--- src/rtl/pwm_pkg.sv ---
// Shared types and constants for the multi-mode PWM engine.
// Imported by the channel and top-level modules.
package pwm_pkg;

   typedef enum logic [1:0] {
      CFG_PERIOD = 2'd0,
      CFG_DUTY   = 2'd1,
      CFG_CTRL   = 2'd2,
      CFG_RSVD   = 2'd3
   } cfg_field_e;

   localparam int CTRL_CENTER_BIT = 0;
   localparam int CTRL_INVERT_BIT = 1;

   typedef struct packed {
      logic center;
      logic invert;
   } pwm_mode_t;

   typedef enum logic {
      DIR_UP   = 1'b0,
      DIR_DOWN = 1'b1
   } cnt_dir_e;

   function automatic pwm_mode_t ctrl_decode(input logic center_bit, input logic invert_bit);
      pwm_mode_t m;
      m.center = center_bit;
      m.invert = invert_bit;
      return m;
   endfunction

endpackage

--- src/rtl/pwm_channel.sv ---
// One PWM channel: double-buffered period/duty/mode, edge or center counter,
// registered compare output and registered period-boundary strobe.
module pwm_channel
   import pwm_pkg::*;
#(
   parameter int CNT_WIDTH = 16
) (
   input  logic                 clk,
   input  logic                 rst,
   input  logic                 run,
   input  logic                 tick,
   input  logic                 wr_period,
   input  logic                 wr_duty,
   input  logic                 wr_ctrl,
   input  logic [CNT_WIDTH-1:0] wdata,
   output logic                 pwm_out,
   output logic                 period_done
);

   logic [CNT_WIDTH-1:0] period_a, duty_a, period_p, duty_p;
   pwm_mode_t            mode_a, mode_p;
   logic                 pend_q;
   logic [CNT_WIDTH-1:0] cnt_q, cnt_d;
   cnt_dir_e             dir_q, dir_d;
   logic                 boundary;
   logic                 wr_any;
   logic                 raw;

   assign wr_any = wr_period | wr_duty | wr_ctrl;
   assign raw    = (cnt_q < duty_a);

   always_comb begin
      cnt_d    = cnt_q;
      dir_d    = dir_q;
      boundary = 1'b0;
      if (tick) begin
         if (!mode_a.center) begin
            if (cnt_q == period_a) begin
               cnt_d    = '0;
               boundary = 1'b1;
            end else begin
               cnt_d = cnt_q + 1'b1;
            end
         end else if (period_a == '0) begin
            cnt_d    = '0;
            boundary = 1'b1;
         end else if ((dir_q == DIR_UP) && (cnt_q != period_a)) begin
            cnt_d = cnt_q + 1'b1;
         end else if (cnt_q <= CNT_WIDTH'(1)) begin
            // Stepping down onto zero closes the center-aligned cycle.
            cnt_d    = '0;
            dir_d    = DIR_UP;
            boundary = 1'b1;
         end else begin
            cnt_d = cnt_q - 1'b1;
            dir_d = DIR_DOWN;
         end
      end
   end

   always_ff @(posedge clk) begin
      if (rst) begin
         period_a    <= '0;
         duty_a      <= '0;
         mode_a      <= '0;
         period_p    <= '0;
         duty_p      <= '0;
         mode_p      <= '0;
         pend_q      <= 1'b0;
         cnt_q       <= '0;
         dir_q       <= DIR_UP;
         pwm_out     <= 1'b0;
         period_done <= 1'b0;
      end else begin
         if (wr_period) period_p <= wdata;
         if (wr_duty)   duty_p   <= wdata;
         if (wr_ctrl)   mode_p   <= ctrl_decode(wdata[CTRL_CENTER_BIT], wdata[CTRL_INVERT_BIT]);

         if (!run) begin
            // Idle: shadow follows pending continuously, output rests at idle level.
            cnt_q       <= '0;
            dir_q       <= DIR_UP;
            period_a    <= period_p;
            duty_a      <= duty_p;
            mode_a      <= mode_p;
            pend_q      <= wr_any;
            pwm_out     <= mode_a.invert;
            period_done <= 1'b0;
         end else begin
            pwm_out     <= raw ^ mode_a.invert;
            period_done <= boundary;
            if (boundary && pend_q) begin
               period_a <= period_p;
               duty_a   <= duty_p;
               mode_a   <= mode_p;
               cnt_q    <= '0;
               dir_q    <= DIR_UP;
            end else begin
               cnt_q <= cnt_d;
               dir_q <= dir_d;
            end
            // A write on a boundary cycle survives the commit and waits for the next one.
            if (wr_any) begin
               pend_q <= 1'b1;
            end else if (boundary) begin
               pend_q <= 1'b0;
            end
         end
      end
   end

endmodule

--- src/rtl/pwm_multimode_core.sv ---
// Multi-channel PWM engine: shared prescaler, config-write decode and
// NUM_CHANNELS independent pwm_channel instances.
module pwm_multimode_core
   import pwm_pkg::*;
#(
   parameter int NUM_CHANNELS   = 8,
   parameter int CNT_WIDTH      = 16,
   parameter int PRESCALE_WIDTH = 16,
   parameter int CH_IDX_WIDTH   = (NUM_CHANNELS > 1) ? $clog2(NUM_CHANNELS) : 1
) (
   input  logic                      clk,
   input  logic                      rst,
   input  logic                      cfg_we,
   input  logic [CH_IDX_WIDTH-1:0]   cfg_ch,
   input  logic [1:0]                cfg_field,
   input  logic [CNT_WIDTH-1:0]      cfg_wdata,
   input  logic [PRESCALE_WIDTH-1:0] prescale,
   input  logic                      global_en,
   input  logic [NUM_CHANNELS-1:0]   ch_en,
   output logic [NUM_CHANNELS-1:0]   pwm_out,
   output logic [NUM_CHANNELS-1:0]   period_done
);

   logic [PRESCALE_WIDTH-1:0] pcnt_q;
   logic                      tick;
   logic                      cfg_valid;
   cfg_field_e                field;

   // >= rather than == so a prescale lowered below pcnt recovers at once.
   assign tick = global_en && (pcnt_q >= prescale);

   always_ff @(posedge clk) begin
      if (rst || !global_en) begin
         pcnt_q <= '0;
      end else if (tick) begin
         pcnt_q <= '0;
      end else begin
         pcnt_q <= pcnt_q + 1'b1;
      end
   end

   // Config port: cfg_we is a valid-only strobe with no ready; every asserted
   // cycle is one accepted write, landing in pending state on the next edge.
   assign field     = cfg_field_e'(cfg_field);
   assign cfg_valid = cfg_we && (int'(cfg_ch) < NUM_CHANNELS) && (field != CFG_RSVD);

   for (genvar i = 0; i < NUM_CHANNELS; i++) begin : g_ch
      logic sel;
      assign sel = cfg_valid && (cfg_ch == CH_IDX_WIDTH'(i));

      pwm_channel #(
         .CNT_WIDTH (CNT_WIDTH)
      ) u_ch (
         .clk         (clk),
         .rst         (rst),
         .run         (global_en & ch_en[i]),
         .tick        (tick),
         .wr_period   (sel && (field == CFG_PERIOD)),
         .wr_duty     (sel && (field == CFG_DUTY)),
         .wr_ctrl     (sel && (field == CFG_CTRL)),
         .wdata       (cfg_wdata),
         .pwm_out     (pwm_out[i]),
         .period_done (period_done[i])
      );
   end

endmodule

--- config.mk ---
export PLATFORM = sky130hd
export DESIGN_NAME = pwm_multimode_core
export DESIGN_NICKNAME = d
export VERILOG_FILES = /design/src/rtl/pwm_pkg.sv /design/src/rtl/pwm_channel.sv /design/src/rtl/pwm_multimode_core.sv
export SDC_FILE = /design/constraint.sdc
export NUM_CORES = 2
export LEC_CHECK = 0
export CAP_MARGIN = 20
export CORE_ASPECT_RATIO = 0.75
export CORE_MARGIN = 2
export CORE_UTILIZATION = 58
export CTS_CLUSTER_SIZE = 8
export DETAILED_ROUTE_END_ITERATION = 8
export DONT_BUFFER_PORTS = 1
export GPL_TIMING_DRIVEN = 1
export HOLD_SLACK_MARGIN = 0.02
export PLACE_DENSITY = 0.81
export RECOVER_POWER = 100
export SYNTH_ARGS = -nofsm -noshare
export SYNTH_HDL_FRONTEND = slang
export SYNTH_SLANG_ARGS = --single-unit
--- constraint.sdc ---
create_clock -name clk -period 3.3 [get_ports clk]
set_input_delay 0.66 -clock clk [delete_from_list [all_inputs] [get_ports clk]]
set_output_delay 0.66 -clock clk [all_outputs]
set_load 0.1 [all_outputs]
==> out/results.md <==
* highest-delay cell along the critical path: sky130_fd_sc_hd__or2_1
* count of maximum capacitance violations: 0
* Post-CTS Setup Bufs: 0
* Peak supply drop: 0.433 mV
* antenna diode instance count: 0
* cell family contributing the most delay on the critical path: simple AND/OR/NAND/NOR gates
* xor/xnor share of the synthesized area: 0.0431
* Synth top area share: 0.389
* drt initial violations: 4117
* via/cell ratio: 6.20
* outcome: completed
* cell area after layout: 40400 um^2
* routed wire length per instance: 19.4 um
* number of antenna violations at the first check in global routing: 1
* remaining routing DRC violations: 0
* Worst-Margin Slew: 1.17 ns
* cell breakdown of the critical path: or3_1, or4_1, o31ai_2, a21bo_2, o311ai_4, or2_1, nor3_1
* number of global-route vias before repair: 31000
* Slew Limit Fails: 0
* horizontal extent of the die: 296 um
* final number of hold-violating endpoints: 0
* number of placed I/O pins: 65
* leftover overflow at the end of global routing: 0
* post-detail-place hpwl: 67500 um
* post-detailed-routing wire length: 104000 um
* summed instance area of the synthesized netlist: 37000 um^2
* PortBufs: 0
* Floorplan Core Area: 63400 um^2
* synthesized-area fraction occupied by ao, oa, aoi and oai cells: 0.167
* post-route minimum period: 3.18 ns
* Crit Path Max Fanout: 16
* clock transition time at the flip-flop clock pins of the worst setup and hold paths: 0.05 ns
* CP Data Arrival Time: 3.69 ns
* worst min-delay path category: in2reg
* Final GP Congestion: 0.962
* ratio of total power to cell area: 457 nW/um^2
* crit end category: flop
* unrepaired setup endpoints after global routing: false
* async set-or-reset flop fraction in the synthesized netlist: 0
* number of search-and-repair iterations in the first detailed-routing pass: 9
* Die ar.: 65900 um^2
* EDFF count, synth: 0
* portion of the post-synthesis area used by sequential elements: 0.389
* clock tree from TritonCTS: built
* tightest slew margin relative to the limit: 0.217
* post-placement cell area: 37900 um^2
* maximum number of pins on one net before global-route repair: 584
* combinational family with the most area after synthesis: simple AND/OR/NAND/NOR gates
* Post-Synth Simple-Gate Area: 0.223
* Max Buffers Root-to-Sink: 3
* buffer and inverter count on the worst path: 0
* kind of critical path: reg2reg
* Max Fclk: 314 MHz
* post-synthesis adder-cell area fraction: 0.0544
* via count of the routed design: 33300
* proportion of layout cells with a drive suffix above 1: 0.0646
* htree depth: 3
* worst path required time: 3.81 ns
* Distinct cells, synth: 89
* top post-synthesis cells by area: sky130_fd_sc_hd__dfxtp_1 (39%), sky130_fd_sc_hd__nand2_1 (7.6%), sky130_fd_sc_hd__a21oi_1 (6.1%), sky130_fd_sc_hd__mux2i_1 (5.8%), sky130_fd_sc_hd__ha_1 (5.4%)
* largest area contributor in the synthesized netlist: sky130_fd_sc_hd__dfxtp_1
* die height: 223 um
* Area Overhead vs Synth: 9.13%
* # rows: 80
* first-pass GRT wire length: 167000 um
* total of flip-flops plus latches after synthesis: 720
* count of nets after finishing: 4719
* leading cell types in the layout, fill and taps excluded: sky130_fd_sc_hd__nand2_1 (747), sky130_fd_sc_hd__dfxtp_1 (720), sky130_fd_sc_hd__a21oi_1 (454)
* buffer type at the clock tree root: sky130_fd_sc_hd__clkbuf_16
* number of setup violations in the final report: 0
* total negative slack for setup checks: 0 ns
* remaining number of nets flagged by the antenna check after routing: 0
* most frequent standard cell in the layout excluding fill and tap cells: sky130_fd_sc_hd__nand2_1
* longest individual stage delay on the worst path: 0.61 ns
* starting utilization of the core area: 0.584
* overall global routing resource usage: 0.312
* leading register cell type out of synthesis: sky130_fd_sc_hd__dfxtp_1
* startpoint type of the worst setup path: flop
* worst-skew pair later-pin latency: 0.66 ns
* share of the clock period used by the worst path after layout: 0.964
* total nets after synthesis: 4838
* Synth warnings: 0
* post-synthesis instance total: 4628
* Mapped Avg Cell Area: 8.00 um^2
* number of buffers inserted during clock tree synthesis: 100
* Leak Pwr: 15.6 nW
* final setup skew: 0.0411 ns
* number of hold-repair buffers added at the cts stage: 0
* CTS sink cnt: 720
* Finished Core Util: 0.638
* # resized after CTS: 0
* proportion of synthesized area in mux cells: 0.0606
==> registers in the layout (all words and copies together) (netlist names), 16 cells and up <==
signal,count
g_ch.u_ch.cnt_q,128
g_ch.u_ch.duty_a,128
g_ch.u_ch.duty_p,128
g_ch.u_ch.mode_a,16
g_ch.u_ch.mode_p,16
g_ch.u_ch.period_a,128
g_ch.u_ch.period_p,128
pcnt_q,16
==> cell families (layout without fill, tap and decap cells) <==
logic type               after synthesis  count (layout)
AND/OR/NAND/NOR                     1809            1809
AO/OA/AOI/OAI                        972             972
flip-flops                           720             720
buffers and inverters                561             450
multiplexers                         223             223
XOR/XNOR                             182             182
adder cells (fa/ha/maj)              161             161
==> routing by layer <==
| layer | up-vias | track usage | share of wire | wire length, um |
|---|---|---|---|---|
| met5 | - | 0 | 0 | 0 |
| met4 | 0 | 0.111 | 0.033 | 3420 |
| met3 | 249 | 0.0564 | 0.096 | 10100 |
| met2 | 1560 | 0.464 | 0.43 | 45000 |
| met1 | 15700 | 0.452 | 0.44 | 46000 |
| li1 | 15800 | - | - | - |
==> final cells by class <==
| type | count | area, um^2 |
|---|---|---|
| Clock buffer | 104 | 2560 |
| Clock inverter | 6 | 103 |
| Fill cell | 5181 | 23000 |
| Inverter | 192 | 721 |
| Multi-Input combinational cell | 3347 | 20300 |
| Sequential cell | 720 | 14400 |
| Tap cell | 861 | 1080 |
| Timing Repair Buffer | 148 | 1170 |
==> per-stage QoR <==
stage	power (mW)	cells	hold WS, ns	worst slack (ns)
floorplan	9.52	4628	0.432	0.134
global placement	9.51	5268	0.439	0.166
detailed placement	9.52	5268	0.445	0.0921
CTS	18.6	5378	0.0674	0.176
global route	19.0	5378	0.0822	0.0359
finish	18.5	5378	0.0935	0.119
==> power by group <==
part,switching (mW),internal [mW]
logic,0.331,0.215
registers,0.0477,8.76
clock network,3.71,5.41
total,4.09,14.4
==> path summary, 6_finish.rpt <==
path	startpoint	endpoint	slack, ns	depth (start not counted)
setup / recovery	g_ch[6].u_ch.cnt_q[8]	g_ch[6].u_ch.cnt_q[4]	0.12	7
hold / removal	rst	g_ch[3].u_ch.period_p[8]	0.09	1
setup reg to reg	g_ch[6].u_ch.cnt_q[8]	g_ch[6].u_ch.cnt_q[4]	0.12	7
hold reg to reg	g_ch[4].u_ch.period_p[5]	g_ch[4].u_ch.period_p[5]	0.45	2
==> cells in the mapped netlist (7+ instances only) <==
library cell / count
sky130_fd_sc_hd__nand2_1: 747
sky130_fd_sc_hd__dfxtp_1: 720
sky130_fd_sc_hd__a21oi_1: 454
sky130_fd_sc_hd__nor2_1: 430
sky130_fd_sc_hd__clkbuf_1: 281
sky130_fd_sc_hd__mux2i_1: 214
sky130_fd_sc_hd__inv_1: 192
sky130_fd_sc_hd__ha_1: 161
sky130_fd_sc_hd__xnor2_1: 139
sky130_fd_sc_hd__nand3_1: 112
sky130_fd_sc_hd__o21ai_0: 107
sky130_fd_sc_hd__nor3_1: 96
sky130_fd_sc_hd__nor4_1: 82
sky130_fd_sc_hd__nand4_1: 81
sky130_fd_sc_hd__a211oi_1: 65
sky130_fd_sc_hd__nand2b_1: 52
sky130_fd_sc_hd__a21o_1: 48
sky130_fd_sc_hd__and3_1: 47
sky130_fd_sc_hd__xor2_1: 43
sky130_fd_sc_hd__a2bb2oi_1: 37
sky130_fd_sc_hd__buf_4: 34
sky130_fd_sc_hd__o22ai_1: 32
sky130_fd_sc_hd__a221oi_1: 29
sky130_fd_sc_hd__buf_2: 29
sky130_fd_sc_hd__or3_1: 28
sky130_fd_sc_hd__or4_1: 28
sky130_fd_sc_hd__or2_2: 27
sky130_fd_sc_hd__a31oi_1: 25
sky130_fd_sc_hd__o211ai_1: 25
sky130_fd_sc_hd__nor2b_1: 19
sky130_fd_sc_hd__buf_1: 16
sky130_fd_sc_hd__a22oi_1: 15
sky130_fd_sc_hd__and4_1: 14
sky130_fd_sc_hd__nand3b_1: 13
sky130_fd_sc_hd__and2_1: 12
sky130_fd_sc_hd__nor3b_1: 10
sky130_fd_sc_hd__a2111oi_0: 9
sky130_fd_sc_hd__a211o_1: 9
sky130_fd_sc_hd__mux2_2: 9
sky130_fd_sc_hd__o2111ai_1: 8
sky130_fd_sc_hd__a41oi_1: 7
sky130_fd_sc_hd__buf_6: 7
sky130_fd_sc_hd__o31ai_1: 7
sky130_fd_sc_hd__o41a_1: 7
No activity file was read; power rests on OpenSTA's default activity.
